===== src/rtl/ul_mon_pkg.sv =====
`default_nettype none
// ============================================================================
// Module   : ul_mon_pkg
// Purpose  : Shared types for the uplink frame monitor (FIFO tags, error
//            codes, receive-state encoding) plus a saturating counter helper.
// Revision : 1.0 - initial release
// ============================================================================
package ul_mon_pkg;

  typedef enum logic [1:0] {
    TAG_HDR  = 2'd0,
    TAG_DATA = 2'd1,
    TAG_LAST = 2'd2
  } tag_e;

  typedef enum logic [1:0] {
    ERR_NONE  = 2'd0,
    ERR_SYNC  = 2'd1,
    ERR_LEN   = 2'd2,
    ERR_ABORT = 2'd3
  } err_code_e;

  typedef enum logic [2:0] {
    ST_IDLE     = 3'd0,
    ST_PREAMBLE = 3'd1,
    ST_SFD      = 3'd2,
    ST_HEADER   = 3'd3,
    ST_PAYLOAD  = 3'd4,
    ST_DONE     = 3'd5
  } state_e;

  // Increment that sticks at all-ones instead of wrapping.
  function automatic logic [15:0] sat_inc(input logic [15:0] v);
    return (v == 16'hFFFF) ? v : v + 16'd1;
  endfunction

endpackage
`default_nettype wire


===== src/rtl/ul_frame_monitor_fifo.sv =====
`default_nettype none
// ============================================================================
// Module   : fifo
// Purpose  : Generic synchronous FIFO, depth 2**AW, head shown
//            combinationally. Writes to a full FIFO and reads from an empty
//            FIFO are ignored. Reset clears pointers and storage.
// Revision : 1.0 - initial release
// ============================================================================
module fifo #(
  parameter int DW = 8,
  parameter int AW = 4
) (
  input  logic          clk,
  input  logic          rst_n,
  input  logic          wr_en,
  input  logic [DW-1:0] wr_data,
  input  logic          rd_en,
  output logic [DW-1:0] rd_data,
  output logic          full,
  output logic          empty,
  output logic [AW:0]   level
);

  localparam int DEPTH = 2 ** AW;

  logic [DW-1:0] r_mem [DEPTH];
  logic [AW:0]   r_wptr;
  logic [AW:0]   r_rptr;
  logic          w_wr;
  logic          w_rd;

  assign level   = r_wptr - r_rptr;
  assign full    = level[AW];
  assign empty   = (level == '0);
  assign w_wr    = wr_en & ~full;
  assign w_rd    = rd_en & ~empty;
  assign rd_data = r_mem[r_rptr[AW-1:0]];

  // Pointer update and storage write; storage is cleared on reset.
  always_ff @(posedge clk or negedge rst_n) begin
    if (!rst_n) begin
      r_wptr <= '0;
      r_rptr <= '0;
      for (int i = 0; i < DEPTH; i++) begin
        r_mem[i] <= '0;
      end
    end else begin
      if (w_wr) begin
        r_mem[r_wptr[AW-1:0]] <= wr_data;
        r_wptr                <= r_wptr + 1'b1;
      end
      if (w_rd) begin
        r_rptr <= r_rptr + 1'b1;
      end
    end
  end

endmodule
`default_nettype wire


===== src/rtl/ul_frame_monitor.sv =====
`default_nettype none
// ============================================================================
// Module   : ul_frame_monitor
// Purpose  : Uplink frame monitor. Recovers bit timing from the serial line,
//            checks preamble/SFD, reads a length-bearing header and
//            deserialises payload words into a tagged output FIFO. Reports
//            sync/length/abort/overflow errors and keeps frame statistics.
// Revision : 1.0 - initial release
// ============================================================================
module ul_frame_monitor
  import ul_mon_pkg::*;
#(
  parameter int WORD_W         = 8,
  parameter int HDR_W          = 16,
  parameter int LEN_W          = 8,
  parameter int MAX_WORDS      = 200,
  parameter int PREAMBLE_COUNT = 8,
  parameter int DIV_WIDTH      = 8,
  parameter int FIFO_AW        = 4
) (
  input  logic                 clk,
  input  logic                 rst_n,
  input  logic                 ul_in,
  input  logic                 ul_en,
  input  logic [DIV_WIDTH-1:0] clk_div,
  input  logic                 rd,
  output logic                 rd_valid,
  output logic [1:0]           rd_tag,
  output logic [HDR_W-1:0]     rd_data,
  output logic [FIFO_AW:0]     level,
  output logic                 busy,
  output logic                 frame_done,
  output logic                 err,
  output logic [1:0]           err_code,
  output logic [15:0]          frame_cnt,
  output logic [15:0]          err_cnt
);

  // Bit counter must cover the longest field: header, word or preamble.
  localparam int BIT_MAX0 = (HDR_W > WORD_W) ? HDR_W : WORD_W;
  localparam int BIT_MAX  = (BIT_MAX0 > PREAMBLE_COUNT) ? BIT_MAX0 : PREAMBLE_COUNT;
  localparam int BC_W     = $clog2(BIT_MAX + 1);
  localparam logic [LEN_W:0] MAX_L = (LEN_W + 1)'(MAX_WORDS);

  state_e                r_state, w_state_n;
  logic                  r_in_q, r_in_qq;
  logic [DIV_WIDTH-1:0]  r_cnt;
  logic [BC_W-1:0]       r_bits, w_bits_n;
  logic [HDR_W-1:0]      r_shift, w_shift_n, w_shifted, w_word_ext;
  logic [LEN_W-1:0]      r_len, w_len_n, w_len_field;
  logic [LEN_W:0]        r_wcnt, w_wcnt_n, w_wcnt_inc;
  logic                  r_exp, w_exp_n;
  logic                  r_push, w_push_n;
  tag_e                  r_push_tag, w_push_tag_n;
  logic [HDR_W-1:0]      r_push_data, w_push_data_n;
  logic                  w_fsm_err;
  err_code_e             w_fsm_code;
  logic                  w_start, w_tick;
  logic                  r_ovf_seen, w_ovf, w_ovf_err, w_err_any, w_good;
  err_code_e             w_err_code;
  logic                  r_err, r_frame_done;
  err_code_e             r_err_code;
  logic [15:0]           r_frame_cnt, r_err_cnt;
  logic                  w_fifo_full, w_fifo_empty;
  logic [HDR_W+1:0]      w_fifo_rd;

  assign w_start     = (r_state == ST_IDLE) && ul_en && r_in_q && !r_in_qq;
  assign w_tick      = (r_state != ST_IDLE) && (r_cnt == '0);
  assign w_shifted   = {r_shift[HDR_W-2:0], r_in_q};
  assign w_len_field = w_shifted[LEN_W-1:0];
  assign w_wcnt_inc  = r_wcnt + (LEN_W + 1)'(1);

  // Zero-extend the freshly completed payload word to the FIFO data width.
  always_comb begin
    w_word_ext               = '0;
    w_word_ext[WORD_W-1:0]   = w_shifted[WORD_W-1:0];
  end

  // Line registers (edge detect, sampled bit) and the baud counter.
  always_ff @(posedge clk or negedge rst_n) begin
    if (!rst_n) begin
      r_in_q  <= 1'b0;
      r_in_qq <= 1'b0;
      r_cnt   <= '0;
    end else begin
      r_in_q  <= ul_in;
      r_in_qq <= r_in_q;
      if (w_start) begin
        r_cnt <= clk_div >> 1;
      end else if (r_state != ST_IDLE) begin
        r_cnt <= (r_cnt == '0) ? clk_div : r_cnt - 1'b1;
      end
    end
  end

  // Receive FSM state and field registers.
  always_ff @(posedge clk or negedge rst_n) begin
    if (!rst_n) begin
      r_state     <= ST_IDLE;
      r_bits      <= '0;
      r_shift     <= '0;
      r_len       <= '0;
      r_wcnt      <= '0;
      r_exp       <= 1'b1;
      r_push      <= 1'b0;
      r_push_tag  <= TAG_HDR;
      r_push_data <= '0;
    end else begin
      r_state     <= w_state_n;
      r_bits      <= w_bits_n;
      r_shift     <= w_shift_n;
      r_len       <= w_len_n;
      r_wcnt      <= w_wcnt_n;
      r_exp       <= w_exp_n;
      r_push      <= w_push_n;
      r_push_tag  <= w_push_tag_n;
      r_push_data <= w_push_data_n;
    end
  end

  // Next-state logic: field checks on each sample tick, abort on enable loss.
  always_comb begin
    w_state_n     = r_state;
    w_bits_n      = r_bits;
    w_shift_n     = r_shift;
    w_len_n       = r_len;
    w_wcnt_n      = r_wcnt;
    w_exp_n       = r_exp;
    w_push_n      = 1'b0;
    w_push_tag_n  = r_push_tag;
    w_push_data_n = r_push_data;
    w_fsm_err     = 1'b0;
    w_fsm_code    = ERR_NONE;
    case (r_state)
      ST_IDLE: begin
        if (w_start) begin
          w_state_n = ST_PREAMBLE;
          w_bits_n  = '0;
          w_exp_n   = 1'b1;
        end
      end
      ST_PREAMBLE: begin
        if (w_tick) begin
          if (r_in_q != r_exp) begin
            w_state_n  = ST_IDLE;
            w_fsm_err  = 1'b1;
            w_fsm_code = ERR_SYNC;
          end else begin
            w_exp_n = ~r_exp;
            if (r_bits == BC_W'(PREAMBLE_COUNT - 1)) begin
              w_state_n = ST_SFD;
              w_bits_n  = '0;
            end else begin
              w_bits_n = r_bits + BC_W'(1);
            end
          end
        end
      end
      ST_SFD: begin
        if (w_tick) begin
          if (!r_in_q) begin
            w_state_n  = ST_IDLE;
            w_fsm_err  = 1'b1;
            w_fsm_code = ERR_SYNC;
          end else if (r_bits == BC_W'(1)) begin
            w_state_n = ST_HEADER;
            w_bits_n  = '0;
          end else begin
            w_bits_n = BC_W'(1);
          end
        end
      end
      ST_HEADER: begin
        if (w_tick) begin
          w_shift_n = w_shifted;
          if (r_bits == BC_W'(HDR_W - 1)) begin
            w_bits_n = '0;
            if ({1'b0, w_len_field} > MAX_L) begin
              w_state_n  = ST_IDLE;
              w_fsm_err  = 1'b1;
              w_fsm_code = ERR_LEN;
            end else begin
              w_push_n      = 1'b1;
              w_push_data_n = w_shifted;
              w_push_tag_n  = (w_len_field == '0) ? TAG_LAST : TAG_HDR;
              w_len_n       = w_len_field;
              w_wcnt_n      = '0;
              w_state_n     = (w_len_field == '0) ? ST_DONE : ST_PAYLOAD;
            end
          end else begin
            w_bits_n = r_bits + BC_W'(1);
          end
        end
      end
      ST_PAYLOAD: begin
        if (w_tick) begin
          w_shift_n = w_shifted;
          if (r_bits == BC_W'(WORD_W - 1)) begin
            w_bits_n      = '0;
            w_push_n      = 1'b1;
            w_push_data_n = w_word_ext;
            w_wcnt_n      = w_wcnt_inc;
            if (w_wcnt_inc == {1'b0, r_len}) begin
              w_push_tag_n = TAG_LAST;
              w_state_n    = ST_DONE;
            end else begin
              w_push_tag_n = TAG_DATA;
            end
          end else begin
            w_bits_n = r_bits + BC_W'(1);
          end
        end
      end
      ST_DONE: begin
        w_state_n = ST_IDLE;
      end
      default: begin
        w_state_n = ST_IDLE;
      end
    endcase
    if ((r_state != ST_IDLE) && !ul_en) begin
      w_state_n  = ST_IDLE;
      w_push_n   = 1'b0;
      w_fsm_err  = 1'b1;
      w_fsm_code = ERR_ABORT;
    end
  end

  // A push into a full FIFO is lost; only the first such loss per frame is reported.
  assign w_ovf      = r_push && w_fifo_full;
  assign w_ovf_err  = w_ovf && !r_ovf_seen;
  assign w_err_any  = w_fsm_err || w_ovf_err;
  assign w_err_code = w_fsm_err ? w_fsm_code : ERR_ABORT;
  assign w_good     = (r_state == ST_DONE) && ul_en && !r_ovf_seen && !w_ovf;

  // Error/completion pulses, sticky error code and saturating statistics.
  always_ff @(posedge clk or negedge rst_n) begin
    if (!rst_n) begin
      r_ovf_seen   <= 1'b0;
      r_err        <= 1'b0;
      r_err_code   <= ERR_NONE;
      r_err_cnt    <= '0;
      r_frame_done <= 1'b0;
      r_frame_cnt  <= '0;
    end else begin
      if (w_start) begin
        r_ovf_seen <= 1'b0;
      end else if (w_ovf) begin
        r_ovf_seen <= 1'b1;
      end
      r_err        <= w_err_any;
      r_frame_done <= w_good;
      if (w_err_any) begin
        r_err_code <= w_err_code;
        r_err_cnt  <= sat_inc(r_err_cnt);
      end
      if (w_good) begin
        r_frame_cnt <= sat_inc(r_frame_cnt);
      end
    end
  end

  fifo #(
    .DW (HDR_W + 2),
    .AW (FIFO_AW)
  ) u_fifo (
    .clk     (clk),
    .rst_n   (rst_n),
    .wr_en   (r_push),
    .wr_data ({r_push_tag, r_push_data}),
    .rd_en   (rd),
    .rd_data (w_fifo_rd),
    .full    (w_fifo_full),
    .empty   (w_fifo_empty),
    .level   (level)
  );

  assign rd_valid   = !w_fifo_empty;
  assign rd_tag     = w_fifo_rd[HDR_W+1:HDR_W];
  assign rd_data    = w_fifo_rd[HDR_W-1:0];
  assign busy       = (r_state != ST_IDLE);
  assign frame_done = r_frame_done;
  assign err        = r_err;
  assign err_code   = r_err_code;
  assign frame_cnt  = r_frame_cnt;
  assign err_cnt    = r_err_cnt;

endmodule
`default_nettype wire


===== config.mk =====
export PLATFORM = sky130hd
export DESIGN_NAME = ul_frame_monitor
export DESIGN_NICKNAME = d
export VERILOG_FILES = /design/src/rtl/ul_mon_pkg.sv /design/src/rtl/ul_frame_monitor_fifo.sv /design/src/rtl/ul_frame_monitor.sv
export SDC_FILE = /design/constraint.sdc
export NUM_CORES = 1
export LEC_CHECK = 0
export ABC_AREA = 1
export CORE_MARGIN = 10
export CORE_UTILIZATION = 36
export DETAILED_ROUTE_END_ITERATION = 7
export PLACE_DENSITY = 0.58
export SYNTH_ARGS = -nofsm -noshare
export SYNTH_HDL_FRONTEND = slang
export SYNTH_SLANG_ARGS = --single-unit
export TNS_END_PERCENT = 20

===== constraint.sdc =====
create_clock -name clk -period 4.29 [get_ports clk]
set_clock_uncertainty 0.05 [all_clocks]
set_input_delay 0.858 -clock clk [delete_from_list [all_inputs] [get_ports clk]]
set_output_delay 0.858 -clock clk [all_outputs]
set_load 0.05 [all_outputs]

# [Word level (Yosys, flattened, before mapping)]
# Cells that the tools add are included.
[op_classes] n_eq_ne=32 bitwise=10 n_mux=88 order_cmp=4 reduce_logical=36 addsub=8
[ops] operator="bitwise mux 288 bit" n=1
[ops] operator="two-way mux 16 bit" n=5
[ops] operator="binary-select mux 18 bit (select 4 bit)" n=1
[ops] operator="demux 18 bit (select 4 bit)" n=1
[ops] operator="two-way mux 18 bit" n=3
[ops] operator="two-way mux 5 bit" n=9
[ops] operator="two-way mux 9 bit" n=5
[ops] operator="two-way mux 3 bit" n=14
[ops] operator="adder 16 x 1 -> 16 bit (second input constant)" n=2
[ops] operator="== test 16 bit (second input constant)" n=2
[ops] operator="one-hot mux 16 bit (2 select lines)" n=1
[ops] operator="two-way mux 1 bit" n=25
[ops] operator="one-hot mux 5 bit (5 select lines)" n=1
[ops] operator="two-way mux 2 bit" n=12
[ops] operator="two-way mux 8 bit" n=3
[ops] operator="!= test 3 bit (second input constant)" n=7
[ops] operator="!= test 2 bit (second input constant)" n=10
[ops] operator="one-hot mux 9 bit (2 select lines)" n=1
[ops] operator="zero test 8 bit" n=2
[ops] operator="adder 5 x 1 -> 5 bit (second input constant)" n=3
[ops] operator="one-hot mux 3 bit (5 select lines)" n=1
[ops] operator="logical AND 1 bit" n=11
[ops] operator=">= comparator 5 bit (second input constant)" n=2
[ops] operator="NOT 4 -> 5 bit" n=2
[ops] operator="34 further kinds" n=54
[word_totals] out_inout_bits=61 regBits=405

# [Longest topological paths before layout]
# Gate-level depths: netlist of the first run.
[logic_depth] ltp_word=8 depth_mapped=17 depth_no_buf=15

# [By module]
# Synthesis of the first run repeated with hierarchy kept, for this count alone.
[hier_totals] hier_cells=2604 hier_area_um2=20308.2
[modules_own_cells] mod="fifo" seq_area_each_um2=7457.2 cells_per_inst=1914 area_per_inst_um2=14620.3 instances=1
[modules_own_cells] mod="ul_frame_monitor" seq_area_each_um2=2678.8 cells_per_inst=690 area_per_inst_um2=5688.0 instances=1

# [Worst setup path after synthesis of the first run]
# Ideal clock, no wire load.
[synth_path] path_kind="register to output" start="reg u_fifo.r_rptr[1]" end="out rd_valid" path_slack_ps=496 stages_incl_launch_ff=11 required_time_ps=3382 t_arrival_ps=2886 cell_sequence="dfrtp_1 -> clkbuf_1 -> inv_1 -> clkbuf_1 -> clkbuf_1 -> ha_1 -> nand3b_1 -> nand2_1 -> xor2_1 -> nor2_1 -> nand4_1"
[synth_between] elab_chain_len=3
[synth_lines] item="start: declaration" line_no="ul_frame_monitor_fifo.sv:28" text="logic [AW:0] r_rptr;"
[synth_lines] item="start signal: assignment" line_no="ul_frame_monitor_fifo.sv:53" text="r_rptr <= r_rptr + 1'b1;"
[synth_lines] item="subtractor 5 bit" line_no="ul_frame_monitor_fifo.sv:32" text="assign level = r_wptr - r_rptr;"
[synth_lines] item="net level[3]" line_no="ul_frame_monitor.sv:30" text="output logic [FIFO_AW:0] level,"
[synth_lines] item="zero test 5 bit" line_no="ul_frame_monitor_fifo.sv:34" text="assign empty = (level == '0);"
[synth_lines] item="zero test 1 bit" line_no="ul_frame_monitor.sv:278" text="assign rd_valid = !w_fifo_empty;"
[synth_lines] item="end: declaration" line_no="ul_frame_monitor.sv:27" text="output logic rd_valid,"
# The timed path passes the listed nets, and every way through them passes these cells.

# [Worst setup path after layout of the first run]
[layout_path] start="reg u_fifo.r_rptr[0]" end="out rd_data[14]"
[layout_between] elab_chain_len=4
[layout_lines] item="NOT 4 -> 5 bit (implied by the code)" line_no="ul_frame_monitor_fifo.sv:37" text="assign rd_data = r_mem[r_rptr[AW-1:0]];"
[layout_lines] item="binary-select mux 18 bit (select 4 bit)" line_no="ul_frame_monitor_fifo.sv:37"
[layout_lines] item="two-way mux 18 bit (implied by the code) (2 in series)" line_no="ul_frame_monitor_fifo.sv:37"
[layout_lines] item="end: declaration" line_no="ul_frame_monitor.sv:29" text="output logic [HDR_W-1:0] rd_data,"
# No other way between the ends. The select of a mux whose other input is x is not followed.

==> flow_summary.rst, run 1 <==
.. list-table::
   :header-rows: 1

   * - Metric
     - Value
   * - RSZ-0062 raised after global routing
     - false
   * - Worst setup SP type
     - flop
   * - Required time reported for the critical path endpoint
     - roughly 3400 ps
   * - Final period utilization
     - between 80% and 90%
   * - Proportion of synthesized chip area in sequential cells
     - a little over half
   * - Final net count
     - ~2,300
   * - Share of the core filled with cells in the final layout
     - 41.7%
   * - First drt pass iteration count
     - 5
   * - Number of antenna violations at the first check in global routing
     - 0
   * - Post-route setup TNS
     - 0 ps
   * - Top cells by area in the synthesized netlist
     - sky130_fd_sc_hd__dfrtp_1 (53%), sky130_fd_sc_hd__nand2_1 (10%), sky130_fd_sc_hd__o21ai_0 (9.1%)
   * - Vias per inst
     - between 5 and 6
   * - Critical path class
     - reg2out
   * - Fraction of power consumed by combinational cells
     - between 30% and 40%
   * - TritonCTS clock tree
     - done
   * - Clock sink count
     - about 410
   * - WP buf/inv
     - 3
   * - Number of nets still failing antenna checks after routing
     - 0
   * - Least-Margin Pin Slew
     - around 950 ps
   * - Number of warning messages in the yosys log
     - 0
   * - Yosys top cell area share
     - 52.5%
   * - Commonest cells after routing, fill and taps aside
     - sky130_fd_sc_hd__nand2_1 (530), sky130_fd_sc_hd__dfrtp_1 (402), sky130_fd_sc_hd__o21ai_0 (351), sky130_fd_sc_hd__nor2_1 (199), sky130_fd_sc_hd__o21ai_1 (132)
   * - PD cells
     - between 600 and 700 nW/um^2
   * - Leftover overflow at the end of global routing
     - 0
   * - Cell type contributing the most total cell area after synthesis
     - sky130_fd_sc_hd__dfrtp_1
   * - Endpoints failing setup
     - 0
   * - Number of top-level pins
     - 74
   * - H-tree levels
     - 2
   * - Area of the core
     - ~53,000 um^2
   * - Per-cell routed wire length
     - around 18 um
   * - Leading cell type in the layout, fill and taps excluded
     - sky130_fd_sc_hd__nand2_1
   * - Antenna fix cells
     - 0
   * - Switching power total
     - roughly 5.2 mW
   * - Via total after detailed routing
     - between 15,000 and 20,000
   * - Internal cell power
     - slightly above 8 mW
   * - Maximum fanout encountered on the critical timing path
     - slightly above 60
   * - Final hold slack
     - about 280 ps
   * - Post-CTS Resized
     - 0
   * - CTS Buffer Depth
     - 3
   * - Sequential Power Share
     - a little under a third
   * - Critical path endpoint category
     - output pin
   * - Maximum cell stage delay along the critical path
     - around 520 ps
   * - Vias in the first global route
     - between 15,000 and 20,000
   * - Data arrival time of the critical path
     - 2940 ps
   * - Ordered cell list for the critical path
     - inv_4, buf_4, o21ai_0, o221ai_1, o211ai_1, nand3_1, buf_4
   * - Count of input and output buffers
     - between 70 and 80
   * - Maximum capacitance violations
     - 0
   * - Site Rows
     - 84
   * - Switching share of total power
     - approximately two fifths
   * - Number of post-CTS setup repair buffers
     - 0
   * - Family with the most delay on the worst path
     - buffers and inverters
   * - Mean post-synth cell area
     - about 8.6 um^2
   * - Worst-path cell with the longest stage delay
     - sky130_fd_sc_hd__inv_4
   * - Global-route usage over all layers
     - 16.6%
   * - Routability congestion estimate
     - approximately 0.83
   * - F_max
     - ~0.26 GHz
   * - Run status
     - finished clean
   * - DRC viols
     - 0
   * - Cells after synthesis
     - approximately 2,200
   * - Number of distinct library cells after synthesis
     - 43
   * - Die Wd
     - 251 um
   * - Flip-flop and latch count after synthesis
     - 405
   * - Die Footprint
     - around 63,000 um^2
   * - Detailed placer's ending HPWL
     - just over 30,000 um
   * - DRT iter0 DRCs
     - between 1,000 and 1,500
   * - Later-pin clock latency in the skew report
     - around 600 ps
   * - Starting density of the core
     - 36.5%
   * - CTS Buf Count
     - between 40 and 50
   * - Pins over their slew limit
     - 0
   * - Most used cell, CP
     - sky130_fd_sc_hd__buf_4
   * - Leakage Power
     - about 9.6 nW
   * - Worst IR drop on VDD
     - ~420 uV
   * - Wire length of the first global-routing pass
     - ~85,000 um
   * - Die Y-Extent
     - about 250 um
   * - Syn Nets
     - roughly 2,300
   * - Power share of the clock group
     - 32.8%
   * - Cts hold-fix bufs
     - 0
   * - Number of inserted filler cells in the final layout
     - 5,286
   * - Max-Slew Margin vs Limit
     - 36.4%
   * - Number of hold violations in the final report
     - 0
   * - Final wirelength
     - about 52,000 um
   * - Largest net degree at the start of global routing
     - ~150
   * - Clock Pin Slew Worst Setup and Hold Paths
     - 60 ps
   * - Worst hold-check path type
     - in2async
   * - Post-synthesis cell area
     - approximately 19,000 um^2
   * - Area grow syn2layout
     - 14.3%
   * - Fin crit period
     - between 3000 and 4000 ps
   * - Root Buffer Master
     - sky130_fd_sc_hd__clkbuf_16
   * - Proportion of layout cells with a drive suffix above 1
     - under 10%
[layout make-up]
type                            instances  area (um^2)  area share (%)
Multi-Input combinational cell       1576         7930            36.1
Clock inverter                         28          437            1.99
Timing Repair Buffer                   95          933            4.25
Inverter                              115          442            2.01
Clock buffer                           54         1240            5.65
Sequential cell                       405        10100            46.1
Tap cell                              688          861            3.92
[flip-flops by register name, summed over array words and instances (netlist names), 2 cells and up]
signal         count
r_bits             5
err_code           2
u_fifo.r_wptr      5
u_fifo.r_mem     288
r_state            3
u_fifo.r_rptr      5
r_push_tag         2
r_push_data       16
r_shift           15
r_len              8
r_cnt              8
err_cnt           16
r_wcnt             9
frame_cnt         16
[layer usage]
layer | vias up | global-route usage [%] | part of all wire (%) | wire [um]
li1 | 7535 | - | - | -
met1 | 7619 | 22.1 | 46 | 24000
met2 | 438 | 27.3 | 46 | 24300
met3 | 83 | 2.49 | 5.3 | 2800
met4 | 0 | 5.21 | 2.4 | 1280
met5 | - | 0 | 0 | 0
[cell families (layout without fill, tap and decap cells)]
kind of cell / after synthesis / after routing / share of synthesized area (%)
AOI/OAI and AO/OA: 619 / 619 / 17.7
xor gates and xnor gates: 43 / 43 / 2.07
adders and majority gates: 19 / 19 / 1.27
buffers and inverters: 255 / 292 / 6.11
DFF: 405 / 405 / 52.7
and+or+nand+nor: 895 / 895 / 20.2
[stage by stage]
step	cells	cell area (um^2)	setup WS (ps)	power, mW
2_1_floorplan	2236	19200	496	7.40
5_1_grt	2961	22000	266	14.0
3_3_place_gp	2879	20300	1110	8.96
3_5_place_dp	2879	20300	1070	8.98
4_1_cts	2961	22000	429	13.4
6_report	2961	22000	438	13.3
[power by group through the flow]
stage               Combinational, mW  Sequential [mW]  Clock [mW]
global placement                 4.82             4.14           0
floorplan                        3.18             4.22           0
global route                     5.26             4.10        4.62
CTS                              4.85             4.08        4.47
finish                           4.83             4.08        4.35
detailed placement               4.83             4.15           0
[worst paths after layout]
check,startpoint,endpoint,slack (ps),depth (start not counted)
worst max-delay path,u_fifo.r_rptr[0]$_DFFE_PN0P_,rd_data[14],440,7
worst min-delay path,rst_n,u_fifo.r_mem[202]$_DFFE_PN0P_,280,1
worst max register to register,u_fifo.r_rptr[0]$_DFFE_PN0P_,u_fifo.r_mem[185]$_DFFE_PN0P_,1150,10
worst min register to register,u_fifo.r_mem[265]$_DFFE_PN0P_,u_fifo.r_mem[265]$_DFFE_PN0P_,430,2
max in group asynchronous,rst_n,u_fifo.r_mem[233]$_DFFE_PN0P_,2850,2
min in group clk,u_fifo.r_mem[265]$_DFFE_PN0P_,u_fifo.r_mem[265]$_DFFE_PN0P_,430,2
[cells in the mapped netlist]
| library cell | instances |
|---|---|
| sky130_fd_sc_hd__fa_1 | 1 |
| sky130_fd_sc_hd__o221ai_1 | 33 |
| sky130_fd_sc_hd__nand3_4 | 4 |
| sky130_fd_sc_hd__xnor2_2 | 1 |
| sky130_fd_sc_hd__a22oi_1 | 6 |
| sky130_fd_sc_hd__nand3_1 | 98 |
| sky130_fd_sc_hd__nand4_4 | 12 |
| sky130_fd_sc_hd__nor3b_1 | 1 |
| sky130_fd_sc_hd__buf_12 | 1 |
| sky130_fd_sc_hd__dfrtp_1 | 404 |
| sky130_fd_sc_hd__buf_1 | 1 |
| sky130_fd_sc_hd__nor3_1 | 13 |
| sky130_fd_sc_hd__nor2_1 | 199 |
| sky130_fd_sc_hd__o22ai_1 | 50 |
| sky130_fd_sc_hd__buf_6 | 22 |
| sky130_fd_sc_hd__nand3_2 | 1 |
| sky130_fd_sc_hd__xor2_1 | 23 |
| sky130_fd_sc_hd__nand2_1 | 530 |
| sky130_fd_sc_hd__xnor2_1 | 18 |
| sky130_fd_sc_hd__xnor3_1 | 1 |
| sky130_fd_sc_hd__nor2_2 | 7 |
| sky130_fd_sc_hd__clkbuf_1 | 101 |
| sky130_fd_sc_hd__o21ai_0 | 351 |
| sky130_fd_sc_hd__clkinv_1 | 1 |
| sky130_fd_sc_hd__o21ai_2 | 20 |
| sky130_fd_sc_hd__nand3b_1 | 6 |
| sky130_fd_sc_hd__nand4_1 | 14 |
| sky130_fd_sc_hd__a211oi_1 | 1 |
| sky130_fd_sc_hd__nand2_4 | 1 |
| sky130_fd_sc_hd__o211ai_1 | 8 |
| sky130_fd_sc_hd__inv_1 | 106 |
| sky130_fd_sc_hd__nand2_2 | 3 |
| sky130_fd_sc_hd__nor2_8 | 1 |
| sky130_fd_sc_hd__inv_2 | 7 |
| sky130_fd_sc_hd__inv_8 | 1 |
| sky130_fd_sc_hd__ha_1 | 18 |
| sky130_fd_sc_hd__buf_4 | 4 |
| sky130_fd_sc_hd__or2_2 | 2 |
| sky130_fd_sc_hd__o21ai_1 | 132 |
| sky130_fd_sc_hd__a21oi_1 | 18 |
| sky130_fd_sc_hd__nor4_1 | 3 |
| sky130_fd_sc_hd__buf_2 | 11 |
| sky130_fd_sc_hd__dfstp_2 | 1 |
[worst reg2reg max path: cells and delay by family, from the launching register on]
kind / cells / cell delay (ps)
and+or+nand+nor: 5 / 1370
adders and majority gates: 2 / 650
DFF: 1 / 510
buffers and inverters: 1 / 200
xor gates and xnor gates: 1 / 160
AOI/OAI and AO/OA: 1 / 90
No activity file was read; power rests on OpenSTA's default activity.
==> run 2, diff against run 1 <==
--- a/config.mk
+++ b/config.mk
@@ -10,6 +10,7 @@
 export CORE_UTILIZATION = 36
 export DETAILED_ROUTE_END_ITERATION = 7
 export PLACE_DENSITY = 0.58
+export SLEW_MARGIN = 15
 export SYNTH_ARGS = -nofsm -noshare
 export SYNTH_HDL_FRONTEND = slang
 export SYNTH_SLANG_ARGS = --single-unit
==> results of run 2 <==
The final DEF is identical to that of run 1; final timing and power are the same.
==> run 3, diff against run 2 <==
--- a/config.mk
+++ b/config.mk
@@ -8,6 +8,7 @@
 export ABC_AREA = 1
 export CORE_MARGIN = 10
 export CORE_UTILIZATION = 36
+export CTS_BUF_LIST = sky130_fd_sc_hd__clkbuf_16
 export DETAILED_ROUTE_END_ITERATION = 7
 export PLACE_DENSITY = 0.58
 export SLEW_MARGIN = 15
==> run 3 against run 2 <==
Compared with the run above: sequential share of layout area rose by 0.13 points; count of clock-buffer cells in the layout fell by 8; sequential power barely moved; critical path type unchanged.
==> flow_summary.rst, run 3 (synthesis results as in run 1) <==
.. list-table::
   :header-rows: 1

   * - Metric
     - Value
   * - RSZ-0062 raised after global routing
     - false
   * - Clock Pin Slew Worst Setup and Hold Paths
     - 60 ps (about the same)
   * - H-tree levels
     - 2 (unchanged)
   * - Summed area of non-filler cells in the final layout
     - 21,900 um^2 (-0.27%)
   * - Final net count
     - 2,271 (unchanged)
   * - Required time reported for the critical path endpoint
     - 3380 ps (about the same)
   * - Die Y-Extent
     - 251 um (unchanged)
   * - F_max
     - 0.258 GHz (-0.54%)
   * - PD cells
     - 600 nW/um^2 (-0.57%)
   * - TritonCTS clock tree
     - done
   * - Routability congestion estimate
     - 0.833 (unchanged)
   * - Critical R2R Capture
     - u_fifo.r_mem[197]$_DFFE_PN0P_
   * - Die Wd
     - 251 um (unchanged)
   * - Leftover overflow at the end of global routing
     - 0 (unchanged)
   * - Power after layout
     - 13.1 mW (-0.84%)
   * - Number of top-level pins
     - 74 (unchanged)
   * - Switching share of total power
     - 39.6% (+0.34 points)
   * - Number of antenna violations at the first check in global routing
     - 0 (unchanged)
   * - Switching power total
     - 5.21 mW (about the same)
   * - DRT iter0 DRCs
     - 1,334 (-2.8%)
   * - Via total after detailed routing
     - 15,600 (-0.50%)
   * - Vias in the first global route
     - 15,100 (-0.0066%)
   * - Internal cell power
     - 7.94 mW (-1.4%)
   * - R2R Setup Slk
     - 1140 ps (about the same)
   * - Clock sink count
     - 405 (unchanged)
   * - Register ranked first by flip-flop count
     - u_fifo.r_mem
   * - Maximum capacitance violations
     - 0 (unchanged)
   * - Critical path class
     - reg2out
   * - Area of the core
     - 52,800 um^2 (unchanged)
   * - Number of flip-flops in the largest register
     - 288 (unchanged)
   * - Power share of the clock group
     - 32.2% (-0.6 points)
   * - Area grow syn2layout
     - 13.9%
   * - Worst setup SP type
     - flop
   * - Cts hold-fix bufs
     - 0 (unchanged)
   * - Vias per inst
     - 5.27 (-0.50%)
   * - Global-route usage over all layers
     - 16.6% (about the same)
   * - Pins over their slew limit
     - 0 (unchanged)
   * - Per-cell routed wire length
     - 17.7 um (about the same)
   * - Max-Slew Margin vs Limit
     - 37.4% (+0.96 points)
   * - Number of nets still failing antenna checks after routing
     - 0 (unchanged)
   * - Worst IR drop on VDD
     - 419 uV (about the same)
   * - Post-route setup TNS
     - 0 ps (unchanged)
   * - Run status
     - finished clean
   * - Final period utilization
     - 90.3% (+0.49 points)
   * - Later-pin clock latency in the skew report
     - 590 ps (about the same)
   * - First drt pass iteration count
     - 6 (+1)
   * - CTS Buf Count
     - 46 (unchanged)
   * - Detailed placer's ending HPWL
     - 30,500 um (unchanged)
   * - Critical Path Start
     - u_fifo.r_rptr[0]$_DFFE_PN0P_
   * - Worst hold-check path type
     - in2async
   * - Commonest cells after routing, fill and taps aside
     - sky130_fd_sc_hd__nand2_1 (530), sky130_fd_sc_hd__dfrtp_1 (402), sky130_fd_sc_hd__o21ai_0 (351), sky130_fd_sc_hd__nor2_1 (199), sky130_fd_sc_hd__o21ai_1 (132)
   * - CTS Buffer Depth
     - 3 (unchanged)
   * - Fin crit period
     - 3870 ps (+20.9 ps)
   * - Final hold slack
     - 277 ps (-0.258 ps)
   * - DRC viols
     - 0 (unchanged)
   * - Number of post-CTS setup repair buffers
     - 0 (unchanged)
   * - Depth of the worst register-to-register path
     - 10 (unchanged)
   * - Starting density of the core
     - 36.5% (unchanged)
   * - Fraction of power consumed by combinational cells
     - 36.7% (+0.3 points)
   * - Least-Margin Pin Slew
     - 939 ps (-14.4 ps)
   * - Die Footprint
     - 63,100 um^2 (unchanged)
   * - Worst setup path end
     - rd_data[14]
   * - Antenna fix cells
     - 0 (unchanged)
   * - Sequential Power Share
     - 31.0% (+0.2 points)
   * - Data arrival time of the critical path
     - 2960 ps (+20 ps)
   * - Critical path endpoint category
     - output pin
   * - Post-CTS Resized
     - 0 (unchanged)
   * - Share of the core filled with cells in the final layout
     - 41.6% (-0.11 points)
   * - Total cell area at the placement stage
     - 20,300 um^2 (unchanged)
   * - Final wirelength
     - 52,400 um (about the same)
   * - Wire length of the first global-routing pass
     - 85,200 um (unchanged)
   * - Maximum fanout encountered on the critical timing path
     - 61 (unchanged)
   * - Endpoints failing setup
     - 0 (unchanged)
   * - Largest net degree at the start of global routing
     - 145 (unchanged)
   * - Root Buffer Master
     - sky130_fd_sc_hd__clkbuf_16
   * - FF-to-FF Start
     - u_fifo.r_rptr[0]$_DFFE_PN0P_
   * - Proportion of layout cells with a drive suffix above 1
     - 8.10% (-0.26 points)
   * - Number of hold violations in the final report
     - 0 (unchanged)
   * - Count of input and output buffers
     - 73 (unchanged)
   * - Site Rows
     - 84 (unchanged)
   * - Leakage Power
     - 9.53 nW (-0.27%)
   * - Leading cell type in the layout, fill and taps excluded
     - sky130_fd_sc_hd__nand2_1
[run 3: cell count changes in the layout (fill, tap and decap cells not counted), sizes merged]
cell	previous run	this run
clkbuf	54	46
inv	116	118
clkinv	12	18
[run 3: final cells by class]
cell class	instances	area, um^2
inverter	115	442
timing repair buffer	95	933
tap	688	861
fill	5289	30800
sequential	405	10100
clock buffer	46	1150
multi-input combinational	1576	7930
clock inverter	36	467
[run 3: per-stage QoR]
step	instances	setup WS (ps)
after CTS	2961	429
after floorplan	2236	496
final	2961	417
after detailed placement	2879	1070
after global placement	2879	1110
after global routing	2961	266
[run 3: per-layer routing]
metal  vias up  GRT usage [%]  wire [um]
met5         -              0          0
met4         0           5.23       1250
met3        79           2.49       2550
met2       383           27.3      24400
met1      7604           22.1      24200
li1       7531              -          -
[run 3: power groups by stage]
stage | Sequential (mW) | Combinational [mW] | Clock, mW
after floorplan | 4.22 | 3.18 | 0
after global placement | 4.14 | 4.82 | 0
after detailed placement | 4.15 | 4.83 | 0
after CTS | 4.08 | 4.85 | 4.35
after global routing | 4.10 | 5.26 | 4.51
final | 4.08 | 4.83 | 4.24
[run 3: critical path, cell delays in order, from the launching register on]
cell,delay (ps)
sky130_fd_sc_hd__dfrtp_4,510
sky130_fd_sc_hd__inv_4,540
sky130_fd_sc_hd__buf_4,450
sky130_fd_sc_hd__o21ai_0,120
sky130_fd_sc_hd__o221ai_1,170
sky130_fd_sc_hd__o211ai_1,120
sky130_fd_sc_hd__nand3_1,190
sky130_fd_sc_hd__buf_4,240
[run 3: worst min path at each step]
stage,end,depth (start not counted),start
4_1_cts,u_fifo.r_mem[202]$_DFFE_PN0P_,1,rst_n
5_1_grt,u_fifo.r_mem[202]$_DFFE_PN0P_,1,rst_n
6_report,u_fifo.r_mem[202]$_DFFE_PN0P_,1,rst_n
3_3_place_gp,u_fifo.r_mem[107]$_DFFE_PN0P_,2,u_fifo.r_mem[107]$_DFFE_PN0P_
3_5_place_dp,u_fifo.r_mem[197]$_DFFE_PN0P_,2,u_fifo.r_mem[197]$_DFFE_PN0P_
2_1_floorplan,u_fifo.r_mem[234]$_DFFE_PN0P_,2,u_fifo.r_mem[234]$_DFFE_PN0P_
